<file path="src/rtl/gfx_sched_mbox.sv">
// gfx_sched_mbox: AXI-lite slave mailbox for the scheduler core.
// Buffers host doorbell words in a FIFO, holds one scheduler reply for the
// host, and drives the scheduler irq lines from masked pending bits.
// Optional build macro GFX_SCHED_MBOX_TIMESTAMP_EN adds a free-running cycle
// counter readable at offset 0x14. Without it, offset 0x14 reads 0.
module gfx_sched_mbox #(
  parameter int ADDR_BITS  = 8,
  parameter int FIFO_DEPTH = 16
) (
  input  logic                 clk,
  input  logic                 srst,
  input  logic                 axis_awvalid,
  output logic                 axis_awready,
  input  logic [ADDR_BITS-1:0] axis_awaddr,
  input  logic                 axis_wvalid,
  output logic                 axis_wready,
  input  logic [31:0]          axis_wdata,
  input  logic [3:0]           axis_wstrb,
  output logic                 axis_bvalid,
  input  logic                 axis_bready,
  input  logic                 axis_arvalid,
  output logic                 axis_arready,
  input  logic [ADDR_BITS-1:0] axis_araddr,
  output logic                 axis_rvalid,
  input  logic                 axis_rready,
  output logic [31:0]          axis_rdata,
  input  logic                 host_valid,
  output logic                 host_ready,
  input  logic [31:0]          host_data,
  output logic                 reply_valid,
  input  logic                 reply_ready,
  output logic [31:0]          reply_data,
  input  logic [29:0]          ext_irq,
  output logic [31:0]          irq
);

  localparam int PW = $clog2(FIFO_DEPTH);
  localparam int CW = PW + 1;
  localparam logic [CW-1:0] DEPTH_C = CW'(FIFO_DEPTH);

  localparam logic [2:0] REG_STATUS = 3'd0;
  localparam logic [2:0] REG_POP    = 3'd1;
  localparam logic [2:0] REG_PEND   = 3'd2;
  localparam logic [2:0] REG_MASK   = 3'd3;
  localparam logic [2:0] REG_REPLY  = 3'd4;
  localparam logic [2:0] REG_TS     = 3'd5;

  logic [31:0]   fifo_mem [FIFO_DEPTH];
  logic [PW-1:0] wr_ptr_reg, rd_ptr_reg;
  logic [CW-1:0] count_reg, count_next;
  logic [31:0]   pend_reg, pend_next, mask_reg, irq_reg;
  logic [31:0]   reply_reg, rdata_reg, rdata_next;
  logic          reply_valid_reg, underflow_reg, bvalid_reg, rvalid_reg;
  logic [29:0]   ext_hist_reg;
  logic [2:0]    wsel, rsel;
  logic          resp_busy, wr_accept, rd_accept, push, pop, reply_drain, fifo_empty;
  logic [31:0]   set_vec, clr_vec;
  logic          unused_addr_bits;

`ifdef GFX_SCHED_MBOX_TIMESTAMP_EN
  logic [31:0]   ts_reg;

  // Free-running cycle counter, wraps naturally at 2^32.
  always_ff @(posedge clk) begin
    if (srst) ts_reg <= '0;
    else      ts_reg <= ts_reg + 32'd1;
  end
`endif

  // Only the word offset within the mailbox window is decoded.
  assign wsel = axis_awaddr[4:2];
  assign rsel = axis_araddr[4:2];
  assign unused_addr_bits = ^{axis_awaddr, axis_araddr};

  // One transaction at a time; a REPLY write waits while the holding
  // register is full unless the host drains it in this very cycle.
  assign resp_busy   = bvalid_reg | rvalid_reg;
  assign reply_drain = reply_valid_reg & reply_ready;
  assign wr_accept   = axis_awvalid & axis_wvalid & ~resp_busy & ~srst &
                       ~((wsel == REG_REPLY) & reply_valid_reg & ~reply_ready);
  assign rd_accept   = axis_arvalid & ~wr_accept & ~resp_busy & ~srst;

  assign axis_awready = wr_accept;
  assign axis_wready  = wr_accept;
  assign axis_arready = rd_accept;
  assign axis_bvalid  = bvalid_reg;
  assign axis_rvalid  = rvalid_reg;
  assign axis_rdata   = rdata_reg;
  assign reply_valid  = reply_valid_reg;
  assign reply_data   = reply_reg;
  assign irq          = irq_reg;

  assign fifo_empty = (count_reg == '0);
  assign host_ready = ~srst & (count_reg < DEPTH_C);
  assign push       = host_valid & host_ready;
  assign pop        = rd_accept & (rsel == REG_POP) & ~fifo_empty;

  // Occupancy update; simultaneous push and pop leaves the count unchanged.
  always_comb begin
    count_next = count_reg;
    case ({push, pop})
      2'b10:   count_next = count_reg + CW'(1);
      2'b01:   count_next = count_reg - CW'(1);
      default: count_next = count_reg;
    endcase
  end

  // Pending bits: sets from push, reply drain and ext rising edges beat W1C.
  always_comb begin
    set_vec   = {ext_irq & ~ext_hist_reg, reply_drain, push};
    clr_vec   = (wr_accept && wsel == REG_PEND) ? axis_wdata : 32'h0;
    pend_next = (pend_reg & ~clr_vec) | set_vec;
  end

  // Read data selection, captured into rdata_reg at the ar handshake.
  always_comb begin
    rdata_next = 32'h0;
    case (rsel)
      REG_STATUS: rdata_next = {16'h0, 8'(count_reg), 5'h0, underflow_reg,
                                reply_valid_reg, ~fifo_empty};
      REG_POP:    rdata_next = fifo_empty ? 32'h0 : fifo_mem[rd_ptr_reg];
      REG_PEND:   rdata_next = pend_reg;
      REG_MASK:   rdata_next = mask_reg;
`ifdef GFX_SCHED_MBOX_TIMESTAMP_EN
      REG_TS:     rdata_next = ts_reg;
`endif
      default:    rdata_next = 32'h0;
    endcase
  end

  // Doorbell storage array, left unreset so it maps onto RAM.
  always_ff @(posedge clk) begin
    if (push) fifo_mem[wr_ptr_reg] <= host_data;
  end

  // Control state: pointers, pending, reply holding, handshake responses.
  always_ff @(posedge clk) begin
    if (srst) begin
      wr_ptr_reg      <= '0;
      rd_ptr_reg      <= '0;
      count_reg       <= '0;
      pend_reg        <= '0;
      irq_reg         <= '0;
      ext_hist_reg    <= '0;
      reply_reg       <= '0;
      reply_valid_reg <= 1'b0;
      underflow_reg   <= 1'b0;
      bvalid_reg      <= 1'b0;
      rvalid_reg      <= 1'b0;
      rdata_reg       <= '0;
    end else begin
      if (push) wr_ptr_reg <= wr_ptr_reg + PW'(1);
      if (pop)  rd_ptr_reg <= rd_ptr_reg + PW'(1);
      count_reg    <= count_next;
      pend_reg     <= pend_next;
      irq_reg      <= pend_reg & mask_reg;
      ext_hist_reg <= ext_irq;

      if (wr_accept && wsel == REG_REPLY) begin
        reply_reg       <= axis_wdata;
        reply_valid_reg <= 1'b1;
      end else if (reply_drain) begin
        reply_valid_reg <= 1'b0;
      end

      if (rd_accept && rsel == REG_STATUS)
        underflow_reg <= 1'b0;
      else if (rd_accept && rsel == REG_POP && fifo_empty)
        underflow_reg <= 1'b1;

      if (wr_accept)        bvalid_reg <= 1'b1;
      else if (axis_bready) bvalid_reg <= 1'b0;

      if (rd_accept) begin
        rvalid_reg <= 1'b1;
        rdata_reg  <= rdata_next;
      end else if (axis_rready) begin
        rvalid_reg <= 1'b0;
      end
    end
  end

  // Mask register with per-byte write strobes.
  for (genvar gi = 0; gi < 4; gi++) begin : g_mask_byte
    always_ff @(posedge clk) begin
      if (srst)
        mask_reg[8*gi +: 8] <= 8'h0;
      else if (wr_accept && wsel == REG_MASK && axis_wstrb[gi])
        mask_reg[8*gi +: 8] <= axis_wdata[8*gi +: 8];
    end
  end

endmodule

</file>
<file path="config.mk">
export PLATFORM = sky130hd
export DESIGN_NAME = gfx_sched_mbox
export DESIGN_NICKNAME = d
export VERILOG_FILES = /design/src/rtl/gfx_sched_mbox.sv
export SDC_FILE = /design/constraint.sdc
export NUM_CORES = 1
export LEC_CHECK = 0
export ABC_AREA = 1
export CAP_MARGIN = 5
export CORE_MARGIN = 2
export CORE_UTILIZATION = 30
export DETAILED_ROUTE_END_ITERATION = 12
export PLACE_DENSITY = 0.56
export SYNTH_ARGS = -nofsm -noshare
export SYNTH_HDL_FRONTEND = slang
export SYNTH_SLANG_ARGS = --single-unit
</file>
<file path="constraint.sdc">
create_clock -name clk -period 8.36 [get_ports clk]
set_clock_uncertainty 0.05 [all_clocks]
set_input_delay 1.672 -clock clk [delete_from_list [all_inputs] [get_ports clk]]
set_output_delay 1.672 -clock clk [all_outputs]
set_load 0.01 [all_outputs]
</file>
==> results.toml, run 1 <==
[run_status]
status = "complete, no violations"

[power]
combPwrFrac = 0.040
internal_power_mw = 5.89
power.share.sequential = 0.520
leakagePower_nw = 11.5
power.density_nw_per_um2 = 221
power_switching_share = 0.214
ir_worst_vdd_mv = 0.139
power_mw = 7.50
power_frac_clock = 0.440
p_switching_mw = 1.60

[grt]
grt_max_degree = 208
antenna_found_initial = 9
grt-ovfl-total = 0
grt_pass1_vias = 17700
grt_pass1_wl_um = 114000
track_usage = 0.159

[critical_path]
cp_slowest_cell = "clkdlybuf4s50_1"
worst_ep_required_time_ps = 6640
r2r_slack_ps = 5060
cp-start-kind = "primary input"
critical_path.max_stage_delay_ps = 610
cpMostUsedCell = "clkdlybuf4s50_1"
cp_cell_sequence = "clkdlybuf4s50_1 -> nor2_1 -> nand3_1 -> nand2_1 -> nand2_2 -> inv_1 -> clkdlybuf4s50_1"
crit_cells = 7
cp.arrival_ps = 3470
crit_family = "buffers and inverters"
r2r_cells = 10
cp-startpoint = "axis_awaddr[3]"
path_buf_inv = 3
critPathCapture = "axis_arready"
regToRegEndpoint = "axis_rdata[24]"
end_kind = "output port"
crit_type = "in -> out"
cp_max_fo = 3

[synth]
syn_area_um2 = 28000
yosysTopAreaCell = "edfxtp_1"
ys_types = 35
ys_seq_area_frac = 0.701
synth_top_cell_area_share = 0.550
syn_avg_cell_area_um2 = 11.3
synth_cells = 2467
yosys_warnings = 0
ys.flop_type = "edfxtp_1"
synthesis.nets = 2598
synthTopCellsByArea = "edfxtp_1 (55%), dfxtp_1 (15%), o21ai_0 (5.5%), nor2_1 (3.9%), a21oi_1 (2.8%)"
synth_edf_count = 512
async_reset_ff_frac = 0
ys_seq_elements = 723

[cells_and_area]
area_growth_pct = 21.0
largest_reg_flops = 512
layout.nets = 2772
layout_common_cells = "edfxtp_1 (512), o21ai_0 (308), nor2_1 (274), clkdlybuf4s50_1 (214), inv_1 (211)"
regMostFlops = "fifo_mem"
instances_no_fill = 3962
final_common_cell = "edfxtp_1"
drive_gt1_frac = 0.0669

[clocking]
cts.htree.levels = 3
root_buffer = "clkbuf_16"
clock_path_buffers = 3
clk_latency_ps = 630
ctsHoldBuffers = 0
clock-sinks = 723
cts_setup_buffers = 0
cts-resized-gates = 0
cts_tree = "done"
clkTransAtPathRegs_ps = 60
numCtsBuffers = 78

[die]
core-area_um2 = 92900
die_w_um = 309
initial_utilization = 0.301
die_h_um = 309
boundaryPins = 226
die_area_um2 = 95700
rows = 112

[sta]
period_share = 0.621
setup_violations = 0
fmax_ghz = 0.193
slew_viol_final = 0
slew-limit-headroom = 0.234
fin_ws_ps = 3170
rsz0062_at_grt = "no"
hold_violations = 0
min_period_ps = 5190
setup_tns_ps = 0
worst_pin_slew_ps = 1150

[drt]
dr.pass1.iters = 5
drt_iter0_drc = 1709
wl_met2_um = 38800
wire_per_inst_um = 19.7
drt_wl_total_um = 78200
drtAntennaViolNets = 0
route.detailed.drc = 0
vias = 18800
routed_via_density = 4.75
wl_met3_um = 3840
met1_length_um = 33800
dr.max_layer_used = "met5"

[place]
placed_cells = 3815
io_buffers = 215
gp_congestion = 0.776
pre_cts_ws_ps = 3210
hpwl_um = 44300

[worst_hold_path]
hold_path.startpoint = "ext_hist_reg[4]"
hold_path.class = "reg -> reg"

[run]
cap_violations = 0
## per-stage QoR
stage / hold slack, ps / utilization / instance area, um2
floorplan: 358 / - / 28000
global placement: 360 / 0.338 / 31400
detailed placement: 365 / 0.338 / 31400
CTS: 375 / 0.364 / 33800
global route: 377 / 0.364 / 33800
finish: 374 / 0.364 / 33800
## layout make-up
| cell class | count | area, um2 |
|---|---|---|
| flip-flops and latches | 723 | 19600 |
| repair buffers | 252 | 2440 |
| well taps | 1254 | 1570 |
| fillers | 9034 | 59100 |
| clock buffers | 103 | 2200 |
| diodes | 3 | 7.51 |
| multi-input cells | 1370 | 6960 |
| clock inverters | 41 | 249 |
| inverters | 216 | 816 |
## routing by layer
layer  vias to the layer above  global-route usage
met2                       386               0.269
met4                        12              0.0431
met5                         -                   0
met1                      9169               0.208
met3                       132              0.0316
li1                       9110                   -
## how the worst min path moves through the flow
stage | end | slack [ps] | depth (start not counted)
2_1_floorplan | pend_reg[31] | 360 | 1
3_3_place_gp | pend_reg[12] | 360 | 1
3_5_place_dp | pend_reg[28] | 370 | 1
4_1_cts | pend_reg[28] | 370 | 1
5_1_grt | pend_reg[28] | 380 | 1
6_report | pend_reg[6] | 370 | 1
## synth_stat cells (2+ instances only)
master,n
a211oi_1,32
a21oi_1,159
buf_1,9
buf_2,36
buf_4,6
buf_6,9
clkbuf_1,97
dfxtp_1,211
edfxtp_1,512
ha_1,8
inv_1,211
inv_2,4
nand2_1,202
nand2_2,2
nand3_1,105
nand4_1,4
nor2_1,291
nor2_4,4
nor3_1,21
o211ai_1,104
o21ai_0,308
o21ai_1,47
o221ai_1,6
o22ai_1,67
xor2_1,2
## cell families (layout without fill, tap and decap cells)
group	Yosys count	in the layout	synth area share
AND/OR/NAND/NOR	633	633	0.0934
XOR/XNOR	3	3	0.000939
AO/OA/AOI/OAI	726	726	0.146
flip-flops	723	723	0.701
buffers and inverters	374	612	0.0554
other	0	3	0
adder cells (fa/ha/maj)	8	8	0.00358
## power groups by stage
stage / clock network [mW] / logic (mW) / registers, mW
floorplan: 0 / 0.141 / 3.97
global placement: 0 / 0.297 / 3.97
detailed placement: 0 / 0.299 / 3.97
CTS: 3.36 / 0.301 / 3.90
global route: 3.50 / 0.328 / 3.90
finish: 3.30 / 0.296 / 3.90
Power figures use the tool's default switching activity.
==> run 2: changes to the inputs <==
==> constraint.sdc (replaced) <==
create_clock -name clk -period 5 [get_ports clk]
set_clock_uncertainty 0.05 [all_clocks]
set_input_delay 1 -clock clk [delete_from_list [all_inputs] [get_ports clk]]
set_output_delay 1 -clock clk [all_outputs]
set_load 0.01 [all_outputs]
==> run 2 against run 1 <==
  * Register-to-register slack got worse by 3100 ps
  * Clock-buffer cell count did not move
  * Total power rose by 69%
  * Critical path type unchanged
  * Largest cell class unchanged
==> results.toml, run 2 (same netlist as run 1, synthesis figures left out) <==
[drt]
drt_iter0_drc = 1504
dr.max_layer_used = "met5"
route.detailed.drc = 0
drt_wl_total_um = 78300
drtAntennaViolNets = 0
wl_met3_um = 3970
wire_per_inst_um = 19.7
met1_length_um = 33400
routed_via_density = 4.81
wl_met2_um = 38900
vias = 19100
dr.pass1.iters = 5

[grt]
grt-ovfl-total = 0
grt_pass1_vias = 18200
grt_pass1_wl_um = 114000
antenna_found_initial = 5
grt_max_degree = 157
track_usage = 0.159

[cells_and_area]
final_common_cell = "edfxtp_1"
layout.nets = 2780
area_growth_pct = 21.8
drive_gt1_frac = 0.0716
largest_reg_flops = 512
postLayoutCellArea_um2 = 34100
layout_common_cells = "edfxtp_1 (512), o21ai_0 (308), nor2_1 (274), clkdlybuf4s50_1 (214), inv_1 (211)"
regMostFlops = "fifo_mem"

[die]
die_h_um = 309
die_w_um = 309
die_area_um2 = 95700
boundaryPins = 226
initial_utilization = 0.301
rows = 112
core-area_um2 = 92900

[clocking]
root_buffer = "clkbuf_16"
cts-resized-gates = 0
cts.htree.levels = 3
clock-sinks = 723
ctsHoldBuffers = 0
clkTransAtPathRegs_ps = 60
clk_latency_ps = 630
cts_setup_buffers = 0
clock_path_buffers = 3
numCtsBuffers = 78
cts_tree = "done"

[power]
leakagePower_nw = 11.6
ir_worst_vdd_mv = 0.208
power.density_nw_per_um2 = 371

[sta]
worst_pin_slew_ps = 1110
min_period_ps = 3900
hold_violations = 0
setup_violations = 0
period_share = 0.781
slew_viol_final = 0
fmax_ghz = 0.256
slew-limit-headroom = 0.260
rsz0062_at_grt = "no"
setup_tns_ps = 0

[critical_path]
cp.arrival_ps = 2850
cp-start-kind = "primary input"
end_kind = "output port"
cp_max_fo = 8
worst_ep_required_time_ps = 3950
crit_type = "in -> out"

[run_status]
status = "complete, no violations"

[worst_hold_path]
hold_path.class = "reg -> reg"

[place]
gp_congestion = 0.785
hpwl_um = 46500
io_buffers = 215
place_area_um2 = 31600

[run]
cap_violations = 0
## run 2: changes by cell type in the layout (fill, tap and decap cells not counted), moves of 3 or more
cell,before,now
bufinv_16,2,5
clkinv_2,11,14
buf_12,1,12
buf_4,37,33
clkinv_1,23,11
## run 2: area by class of cell
class	count	area [um2]
Sequential cell	723	19600
Multi-Input combinational cell	1370	6950
Antenna cell	3	7.51
Clock buffer	103	2140
Timing Repair Buffer	260	2660
Clock inverter	37	338
Fill cell	9096	58800
Tap cell	1254	1570
Inverter	216	816
## run 2: power by group
group | internal, mW | leakage [nW] | switching [mW]
clock network | 3.28 | 1.22 | 2.33
registers | 6.48 | 6.33 | 0.0366
logic | 0.182 | 4.05 | 0.324
## run 2: worst paths after layout
check        cells after the start             start              to  slack [ps]
max                              7    axis_awaddr[2]    axis_arready        1100
min reg2reg                      1  ext_hist_reg[14]    pend_reg[16]         360
min                              1  ext_hist_reg[14]    pend_reg[16]         360
max reg2reg                     10          register  axis_rdata[24]        2000
## run 2: worst max-delay path, stage by stage
cell	delay [ps]
clkdlybuf4s50_1	490
nor2_1	170
nand3_1	90
nand2_1	130
nand2_2	200
inv_1	180
clkdlybuf4s50_1	580
## run 2: per-stage QoR
stage / utilization / hold slack [ps] / setup WS [ps] / power (mW) / std cells
after CTS: 0.367 / 370 / 1100 / 12.8 / 3962
after global placement: 0.340 / 359 / 1020 / 7.15 / 3822
final: 0.367 / 358 / 1100 / 12.6 / 3966
after floorplan: - / 358 / 1410 / 6.87 / 2467
after detailed placement: 0.340 / 367 / 1000 / 7.16 / 3822
after global routing: 0.367 / 382 / 956 / 13.0 / 3963
## run 2: metal layers
| layer | vias to the layer above | track usage |
|---|---|---|
| met4 | 8 | 0.0471 |
| met5 | - | 0 |
| li1 | 9125 | - |
| met1 | 9375 | 0.204 |
| met3 | 124 | 0.0292 |
| met2 | 442 | 0.274 |
